--- config.mk ---
export PLATFORM = sky130hd
export DESIGN_NAME = fb_write_sched
export DESIGN_NICKNAME = d
export VERILOG_FILES = /design/src/rtl/fb_pkg.sv /design/src/rtl/fb_fill_walker.sv /design/src/rtl/fb_write_sched.sv
export SDC_FILE = /design/constraint.sdc
export NUM_CORES = 1
export LEC_CHECK = 0
export CAP_MARGIN = 5
export CORE_ASPECT_RATIO = 1.1
export CORE_MARGIN = 4
export CORE_UTILIZATION = 30
export CTS_BUF_LIST = sky130_fd_sc_hd__clkbuf_8 sky130_fd_sc_hd__clkbuf_16
export CTS_CLUSTER_DIAMETER = 60
export DETAILED_ROUTE_END_ITERATION = 12
export GPL_ROUTABILITY_DRIVEN = 0
export PLACE_DENSITY_LB_ADDON = 0.12
export SETUP_SLACK_MARGIN = 0.02
export SLEW_MARGIN = 20
export SYNTH_ARGS = -nofsm -noshare
export SYNTH_HDL_FRONTEND = slang
export SYNTH_SLANG_ARGS = --single-unit
--- constraint.sdc ---
create_clock -name clk -period 3.2 [get_ports clk]
set_input_delay 0.96 -clock clk [delete_from_list [all_inputs] [get_ports clk]]
set_output_delay 0.96 -clock clk [all_outputs]
set_load 0.03 [all_outputs]
--- src/rtl/fb_pkg.sv ---
// Shared constants, state encoding and bank helper for the framebuffer write scheduler.
// Widths derive from the 512x1024 1-bpp framebuffer with 4-pixel write words.
package fb_pkg;

    localparam int unsigned HEIGHT   = 512;
    localparam int unsigned WIDTH    = 1024;
    localparam int unsigned WIDTH_IN = 4;

    localparam int unsigned YW = $clog2(HEIGHT);
    localparam int unsigned XW = $clog2(WIDTH);
    localparam int unsigned WW = XW - 2;

    typedef enum logic [1:0] {
        IDLE,
        FILL,
        DONE
    } fill_state_t;

    function automatic logic [1:0] bank_of(input logic [YW-1:0] y);
        return y[8:7];
    endfunction

endpackage

--- src/rtl/fb_fill_walker.sv ---
// Row-major word cursor for the rectangle fill: captures bounds on load and
// steps x, reloading x0 and incrementing y at the end of each row.
module fb_fill_walker
    import fb_pkg::*;
(
    input  logic          clk,
    input  logic          rst_n,
    input  logic          load,
    input  logic          advance,
    input  logic [WW-1:0] x0,
    input  logic [WW-1:0] x1,
    input  logic [YW-1:0] y0,
    input  logic [YW-1:0] y1,
    output logic [WW-1:0] cur_x,
    output logic [YW-1:0] cur_y,
    output logic          last
);

    logic [WW-1:0] x0_q;
    logic [WW-1:0] x1_q;
    logic [YW-1:0] y1_q;

    always_ff @(posedge clk or negedge rst_n) begin
        if (!rst_n) begin
            x0_q  <= '0;
            x1_q  <= '0;
            y1_q  <= '0;
            cur_x <= '0;
            cur_y <= '0;
        end else if (load) begin
            x0_q  <= x0;
            x1_q  <= x1;
            y1_q  <= y1;
            cur_x <= x0;
            cur_y <= y0;
        end else if (advance) begin
            if (cur_x == x1_q) begin
                cur_x <= x0_q;
                cur_y <= cur_y + YW'(1);
            end else begin
                cur_x <= cur_x + WW'(1);
            end
        end
    end

    assign last = (cur_x == x1_q) && (cur_y == y1_q);

endmodule

--- src/rtl/fb_write_sched.sv ---
// Shares the framebuffer write port between the host and the fill engine, round-robin,
// and inserts a one-cycle settle bubble whenever the target bank changes.
module fb_write_sched
    import fb_pkg::*;
(
    input  logic                clk,
    input  logic                rst_n,
    input  logic                host_valid,
    output logic                host_ready,
    input  logic [XW-1:0]       host_x,
    input  logic [YW-1:0]       host_y,
    input  logic [WIDTH_IN-1:0] host_data,
    input  logic                fill_start,
    input  logic [WW-1:0]       fill_x0,
    input  logic [WW-1:0]       fill_x1,
    input  logic [YW-1:0]       fill_y0,
    input  logic [YW-1:0]       fill_y1,
    input  logic [WIDTH_IN-1:0] fill_pattern,
    output logic                fill_busy,
    output logic                fill_done,
    output logic                fb_enable,
    output logic [XW-1:0]       fb_x,
    output logic [YW-1:0]       fb_y,
    output logic [WIDTH_IN-1:0] fb_data
);

    fill_state_t state, state_next;
    logic        done_hold, done_hold_next;
    logic        load, advance;

    logic [WIDTH_IN-1:0] pattern;
    logic [WW-1:0]       cur_x;
    logic [YW-1:0]       cur_y;
    logic                cur_last;

    logic       rr_fill;
    logic       last_valid;
    logic [1:0] last_bank;

    logic                host_req, fill_req, any_req;
    logic                win_host, win_fill;
    logic                bubble, grant;
    logic [WW-1:0]       win_x;
    logic [YW-1:0]       win_y;
    logic [WIDTH_IN-1:0] win_data;

    fb_fill_walker u_walker (
        .clk     (clk),
        .rst_n   (rst_n),
        .load    (load),
        .advance (advance),
        .x0      (fill_x0),
        .x1      (fill_x1),
        .y0      (fill_y0),
        .y1      (fill_y1),
        .cur_x   (cur_x),
        .cur_y   (cur_y),
        .last    (cur_last)
    );

    always_comb begin
        host_req   = host_valid;
        fill_req   = (state == FILL);
        any_req    = host_req || fill_req;
        win_host   = host_req && (!fill_req || !rr_fill);
        win_fill   = fill_req && !win_host;
        win_x      = win_host ? host_x[XW-1:2] : cur_x;
        win_y      = win_host ? host_y : cur_y;
        win_data   = win_host ? host_data : pattern;
        bubble     = any_req && (!last_valid || (bank_of(win_y) != last_bank));
        grant      = any_req && !bubble;
        host_ready = win_host && !bubble;
        advance    = win_fill && !bubble;
    end

    // done_hold delays the fill_done pulse past the final write when the fill did any writes.
    always_comb begin
        state_next     = state;
        done_hold_next = done_hold;
        load           = 1'b0;
        fill_done      = 1'b0;
        fill_busy      = (state != IDLE);
        case (state)
            IDLE: begin
                done_hold_next = 1'b0;
                if (fill_start) begin
                    load = 1'b1;
                    if ((fill_x1 < fill_x0) || (fill_y1 < fill_y0)) begin
                        state_next = DONE;
                    end else begin
                        state_next = FILL;
                    end
                end
            end
            FILL: begin
                if (advance && cur_last) begin
                    state_next     = DONE;
                    done_hold_next = 1'b1;
                end
            end
            DONE: begin
                if (done_hold) begin
                    done_hold_next = 1'b0;
                end else begin
                    fill_done  = 1'b1;
                    state_next = IDLE;
                end
            end
            default: state_next = IDLE;
        endcase
    end

    always_ff @(posedge clk or negedge rst_n) begin
        if (!rst_n) begin
            state     <= IDLE;
            done_hold <= 1'b0;
            pattern   <= '0;
        end else begin
            state     <= state_next;
            done_hold <= done_hold_next;
            if (load) begin
                pattern <= fill_pattern;
            end
        end
    end

    always_ff @(posedge clk or negedge rst_n) begin
        if (!rst_n) begin
            rr_fill    <= 1'b0;
            last_valid <= 1'b0;
            last_bank  <= '0;
            fb_enable  <= 1'b0;
            fb_x       <= '0;
            fb_y       <= '0;
            fb_data    <= '0;
        end else begin
            fb_enable <= grant;
            if (grant) begin
                rr_fill <= win_host;
                fb_x    <= {win_x, 2'b00};
                fb_y    <= win_y;
                fb_data <= win_data;
            end else if (bubble) begin
                // Row goes out early so the framebuffer's bank select settles before the write.
                fb_y       <= win_y;
                last_valid <= 1'b1;
                last_bank  <= bank_of(win_y);
            end
        end
    end

endmodule

# [Word level (Yosys, flattened, before mapping)]
# Index checks and enable logic that the tools add are counted.
[totals] input_bits=65 output_inout_bits=27 ff_bits=75 elab_cells=78
[op_classes] n_eq_ne=8 add_sub_neg=2 n_reduce_logical=28 mux=22 n_lt_le_gt_ge=2 bitwise_logic=1
[ops] cell="9-bit two-way mux" n=6
[ops] cell="8-bit two-way mux" n=4
[ops] cell="2-bit nonzero test" n=5
[ops] cell="9-bit by 1-bit adder with 9-bit output, second input constant" n=1
[ops] cell="9-bit equality test" n=1
[ops] cell="9-bit < comparator" n=1
[ops] cell="8-bit by 1-bit adder with 8-bit output, second input constant" n=1
[ops] cell="8-bit equality test" n=1
[ops] cell="1-bit logical AND" n=8
[ops] cell="8-bit < comparator" n=1
[ops] cell="2-bit two-way mux" n=4
[ops] cell="2-bit case mux with 3 select lines" n=1
[ops] cell="2-bit AND reduction" n=3
[ops] cell="1-bit logical NOT" n=5
[ops] cell="1-bit two-way mux" n=5
[ops] cell="1-bit logical OR" n=4
[ops] cell="4-bit two-way mux" n=1
[ops] cell="2-bit inequality test, second input constant" n=2
[ops] cell="3-bit AND reduction" n=1
[ops] cell="2-bit by 1-bit equality test with 1-bit output, second input constant" n=1
[ops] cell="2-bit equality test, second input constant" n=1
[ops] cell="2-bit logical NOT" n=1
[ops] cell="2-bit by 1-bit inequality test with 1-bit output, second input constant" n=1
[ops] cell="2-bit inequality test" n=1
[ops] cell="other kinds (3)" n=3

# [Logic depth before layout (Yosys ltp)]
[logic_depth] depth_word=13 ltp_mapped=8 mapped_depth_nobuf=8

# [Cells and area by module]
# Synthesis repeated with hierarchy kept, for this count alone.
[hier_totals] hier_cells=407 hier_area_um2=4326.6
[modules_own_cells] mod="fb_fill_walker" n_inst=1 seq_area_each_um2=1051.0 area_each_um2=2212.1 cells_per_inst=194
[modules_own_cells] mod="fb_write_sched" n_inst=1 seq_area_each_um2=825.8 area_each_um2=2114.5 cells_per_inst=213

# [Worst setup path before layout]
# Ideal clock, no wire load.
[synth_path] path_type="input to output" startpoint="in host_valid" endpoint="out host_ready" slack_ns=-0.248 t_required_ns=2.240 t_arrival_ns=2.488 n_path_buf=1 stages=6 path_cell_list="clkbuf_1 > nand2_1 > o211ai_4 > xor2_4 > or3_1 > nor2_1"
[synth_between] elab_chain_cells=7 word_cells_on_any_way=8 cone_classes="eq/ne (1); mux (1); reduce/logical (6)"
[synth_rtl] item="start: declaration" line_no="fb_write_sched.sv:8" source="input logic host_valid,"
[synth_rtl] item="1-bit logical AND" line_no="fb_write_sched.sv:65" source="win_host = host_req && (!fill_req || !rr_fill);"
[synth_rtl] item="9-bit two-way mux" line_no="fb_write_sched.sv:68" source="win_y = win_host ? host_y : cur_y;"
[synth_rtl] item="2-bit inequality test" line_no="fb_write_sched.sv:70" source="bubble = any_req && (!last_valid || (bank_of(win_y) != last_bank));"
[synth_rtl] item="1-bit logical OR" line_no="fb_write_sched.sv:70"
[synth_rtl] item="1-bit logical AND" line_no="fb_write_sched.sv:70"
[synth_rtl] item="1-bit logical NOT" line_no="fb_write_sched.sv:72" source="host_ready = win_host && !bubble;"
[synth_rtl] item="1-bit logical AND (*)" line_no="fb_write_sched.sv:72"
[synth_rtl] item="end: declaration" line_no="fb_write_sched.sv:9" source="output logic host_ready,"
# Mark *: on every way between the ends. The rest lies on a longest branch, timed or not.

# [Worst setup path in the final report]
[layout_path] startpoint="in host_y[8]" endpoint="out host_ready"
[layout_between] elab_chain_cells=6
[layout_rtl] item="start: declaration" line_no="fb_write_sched.sv:11" source="input logic [YW-1:0] host_y,"
[layout_rtl] item="9-bit two-way mux" line_no="fb_write_sched.sv:68"
[layout_rtl] item="2-bit inequality test" line_no="fb_write_sched.sv:70"
[layout_rtl] item="1-bit logical OR" line_no="fb_write_sched.sv:70"
[layout_rtl] item="1-bit logical AND" line_no="fb_write_sched.sv:70"
[layout_rtl] item="1-bit logical NOT" line_no="fb_write_sched.sv:72"
[layout_rtl] item="1-bit logical AND" line_no="fb_write_sched.sv:72"
# Every way passes these cells.

==> impl_metrics.csv <==
group,metric,value,unit
outcome,status,"completed",
drt,drtIter0Drc,314,
synthesis,number_of_flops_mapped_to_enable_cells_by_yosys,0,
die,floorplan.die_area,16040,µm²
final_layout,area_delta_synth_final,36.37,%
worst_setup_path,worst_path_dominant_cell_family,"simple AND/OR/NAND/NOR gates",
synthesis,synth_ff_type,"sky130_fd_sc_hd__dfrtp_1",
die,chipHeight,132.5,µm
synthesis,syn-instance-count,469,
worst_setup_path,cp.required,2.24,ns
final_layout,final_layout_size_suffix_gt1_share,11.03,%
timing,final-max-slew-violation-count,0,
worst_hold_path,min_path_type,"register to register",
placed_design,place.detailed.instances,739,
synthesis,synth_top_cell_by_area,"sky130_fd_sc_hd__dfrtp_1",
drt,vias_per_cell,4.750,
timing,maxSlewHeadroom,61.01,%
timing,grt_setup_unrepaired,"no",
final_layout,num_antenna_cells,0,
final_layout,fin_util,41.76,%
timing,timing.setup.tns,0,ns
die,start_util,30.62,%
placed_design,place_hpwl,8.405,mm
worst_setup_path,crit_path_end_kind,"primary output",
timing,finalSetupViolCount,0,
timing,fmaxAchievable,318.9,MHz
timing,fin_worst_skew,0.005145,ns
synthesis,main_area_contributors_after_synthesis,"sky130_fd_sc_hd__dfrtp_1 44%, sky130_fd_sc_hd__nand2_1 8.4%, sky130_fd_sc_hd__ha_1 5.0%",
power_and_ir_drop,power-per-cell-area,860.2,nW/µm²
synthesis,synthesis.area_per_instance,9.007,µm²
drt,routed_wire_length_per_instance,15.11,µm
die,placement_rows,45,
power_and_ir_drop,total_power,4955,µW
synthesis,post_synth_num_cell_types,56,
power_and_ir_drop,peakVddDrop,0.2657,mV
timing,hold_viol,0,
flow_run,maxCapViolations,0,
drt,antenna_left,0,
synthesis,synth.yosys.seq_area_share,44.43,%
clocking,clock_sink_count,75,
clocking,tritoncts,"built",
worst_setup_path,cp_data_arrival_time,2.18,ns
global_route,gr-usage-all-layers,14.85,%
worst_setup_path,worstPathMaxFanout,2,
synthesis,yosysWarningCount,0,
worst_setup_path,max_stage_delay_on_crit_path,0.39,ns
die,io_pins,92,
synthesis,postSynth.asyncResetShare,100.0,%
worst_setup_path,crit_path_start_kind,"input port",
global_route,grt_first_pass_wirelength,19.15,mm
synthesis,synth-seq-cells,75,
die,coreArea,13790,µm²
worst_setup_path,timing.critical_path.slowest_stage_cell,"sky130_fd_sc_hd__or3_4",
timing,finalCritPeriodShare,98.00,%
clocking,ctsHtreeMaxLevel,3,
synthesis,synth.top_cell.area_share,44.43,%
timing,post-route-min-period,3.136,ns
clocking,clk_latency,0.33,ns
timing,hold_ws,0.4788,ns
clocking,ctsRootBufferMaster,"sky130_fd_sc_hd__clkbuf_16",
global_route,antenna_violations_before_repair,0,
drt,drt_pass1_iterations,4,
final_layout,fin_nets,648,
clocking,postCtsHoldBufs,0,
die,width_of_the_chip,121.1,µm
drt,wirelength,11.47,mm
worst_setup_path,critical_path.cell_chain,"clkdlybuf4s15_1 > nand2_2 > o211ai_4 > xor2_4 > or3_4 > nor2_4 > buf_6",
clocking,number_of_buffers_created_by_cts,9,
worst_setup_path,cp.buffers_inverters,2,
final_layout,fin_cells,759,
timing,worst_slew_pin_slew,0.5848,ns
global_route,grt_pass1_vias,3780,
clocking,clkTransAtPathRegs,0.06,ns
synthesis,post_synth_instance_area,4224,µm²
worst_setup_path,critPathKind,"input port to primary output",
drt,vias,3605,
power_and_ir_drop,leakagePower,0.002580,µW
global_route,global_route.overflow_total,0,
drt,drc_errors,0,
clocking,cts-root-to-sink-buffers,2,
placed_design,io_buffer_count,87,
global_route,grt_start_max_net_pins,76,
==> placed cells by master (no fill, tap or decap), types with 2 or more instances in the layout <==
master / Yosys / layout
sky130_fd_sc_hd__o211ai_1: 12 / 12
sky130_fd_sc_hd__buf_12: 0 / 3
sky130_fd_sc_hd__buf_4: 2 / 22
sky130_fd_sc_hd__xor2_1: 15 / 15
sky130_fd_sc_hd__or3_4: 1 / 2
sky130_fd_sc_hd__o21ai_1: 3 / 2
sky130_fd_sc_hd__nor2_1: 40 / 39
sky130_fd_sc_hd__nand4_1: 6 / 6
sky130_fd_sc_hd__clkdlybuf4s15_1: 0 / 2
sky130_fd_sc_hd__xnor2_1: 12 / 12
sky130_fd_sc_hd__and3_1: 4 / 4
sky130_fd_sc_hd__a21oi_1: 17 / 17
sky130_fd_sc_hd__o21ai_0: 13 / 13
sky130_fd_sc_hd__nor3_1: 29 / 29
sky130_fd_sc_hd__nor2b_1: 2 / 2
sky130_fd_sc_hd__inv_1: 19 / 20
sky130_fd_sc_hd__o211ai_4: 2 / 2
sky130_fd_sc_hd__xor2_4: 2 / 2
sky130_fd_sc_hd__a211o_1: 2 / 2
sky130_fd_sc_hd__clkinv_2: 0 / 3
sky130_fd_sc_hd__a31oi_1: 2 / 2
sky130_fd_sc_hd__dfrtp_1: 75 / 75
sky130_fd_sc_hd__nand4b_1: 2 / 2
sky130_fd_sc_hd__ha_1: 17 / 17
sky130_fd_sc_hd__nand3_1: 19 / 19
sky130_fd_sc_hd__nand2_2: 0 / 3
sky130_fd_sc_hd__clkbuf_16: 0 / 9
sky130_fd_sc_hd__conb_1: 1 / 2
sky130_fd_sc_hd__nand2b_4: 0 / 2
sky130_fd_sc_hd__nor4_1: 4 / 4
sky130_fd_sc_hd__nand3b_1: 2 / 2
sky130_fd_sc_hd__a21o_1: 5 / 5
sky130_fd_sc_hd__mux2i_1: 14 / 14
sky130_fd_sc_hd__nand2b_1: 4 / 2
sky130_fd_sc_hd__nand2_1: 95 / 92
sky130_fd_sc_hd__clkdlybuf4s50_1: 0 / 82
sky130_fd_sc_hd__nor4_2: 2 / 2
==> flip-flops by register name (all words and copies together), names as in the netlist, 2 cells and up <==
name,flops
fb_y,9
fb_x,8
u_walker.x1_q,8
last_bank,2
u_walker.cur_x,8
pattern,4
u_walker.cur_y,9
u_walker.x0_q,8
fb_data,4
u_walker.y1_q,9
state,2
==> logic make-up (layout without fill, tap and decap cells) <==
family / Yosys count / count (layout) / share of synthesized area, %
buffers and inverters: 46 / 147 / 4.680
other: 1 / 2 / 0.08878
and+or+nand+nor: 221 / 221 / 24.67
xor gates and xnor gates: 29 / 29 / 6.902
AOI/OAI and AO/OA: 65 / 65 / 10.60
muxes: 15 / 15 / 3.584
adders and majority gates: 17 / 17 / 5.035
DFF: 75 / 75 / 44.43
==> cell usage after synthesis (all sizes together) (16+ instances only) <==
| library cell | instances |
|---|---|
| a21oi | 17 |
| xor2 | 17 |
| ha | 17 |
| dfrtp | 75 |
| o21ai | 16 |
| nor2 | 40 |
| inv | 19 |
| clkbuf | 18 |
| nand2 | 95 |
| nand3 | 19 |
| nor3 | 30 |
==> per-stage QoR <==
step                      cell area [µm²]  setup slack (ns)
after floorplan                      4237           0.04457
after global placement               5395           -0.3939
after detailed placement             5395           -0.4139
after CTS                            5722           0.02252
after global routing                 5761           0.01892
final                                5761           0.06389
==> path summary, 6_finish.rpt <==
path / slack (ns) / cells past startpoint / from / end
worst max-delay path: 0.06 / 7 / host_y[8] / host_ready
worst min register to register: 0.48 / 2 / pattern[1]$_DFFE_PN0P_ / pattern[1]$_DFFE_PN0P_
min in group asynchronous: 0.62 / 1 / rst_n / u_walker.x0_q[4]$_DFFE_PN0P_
max in group asynchronous: 1.96 / 2 / rst_n / u_walker.cur_y[4]$_DFFE_PN0P_
worst max register to register: 0.60 / 9 / state[1]$_DFFE_PN0P_ / u_walker.cur_y[8]$_DFFE_PN0P_
worst min-delay path: 0.48 / 2 / pattern[1]$_DFFE_PN0P_ / pattern[1]$_DFFE_PN0P_
==> final cells by class <==
cell class	instances	area, µm²
flip-flops and latches	75	1877
clock buffers	10	239.0
clock inverters	6	56.30
inverters	20	75.07
repair buffers	111	1085
well taps	188	235.2
multi-input cells	349	2193
fillers	1409	8034
==> per-layer routing <==
metal	vias up	global-route usage, %	part of all wire, %
met4	0	4.981	1.4
met3	9	2.651	3.8
met2	63	23.14	46
li1	1795	-	-
met1	1738	20.88	49
met5	-	0	0
==> worst reg2reg max path, stage by stage (launching register included) <==
cell	delay, ns
sky130_fd_sc_hd__dfrtp_1	0.46
sky130_fd_sc_hd__and3b_2	0.29
sky130_fd_sc_hd__o211ai_4	0.26
sky130_fd_sc_hd__xor2_4	0.10
sky130_fd_sc_hd__buf_4	0.14
sky130_fd_sc_hd__buf_4	0.12
sky130_fd_sc_hd__buf_4	0.16
sky130_fd_sc_hd__or3_4	0.44
sky130_fd_sc_hd__o41ai_1	0.34
sky130_fd_sc_hd__a31oi_1	0.13
==> repair_timing <==
action | CTS | global route
setup buffers | 2 | 1
resized for setup | 13 | 3
cloned | 0 | 0
setup endpoints to repair | 1 | 1
pin swaps | 7 | 4
==> report_power, final <==
part	internal, µW	switching, µW
Sequential	1360	441
Clock	618	398
Combinational	981	1160
Total	2960	1990
(Power assumes the default switching activity.)
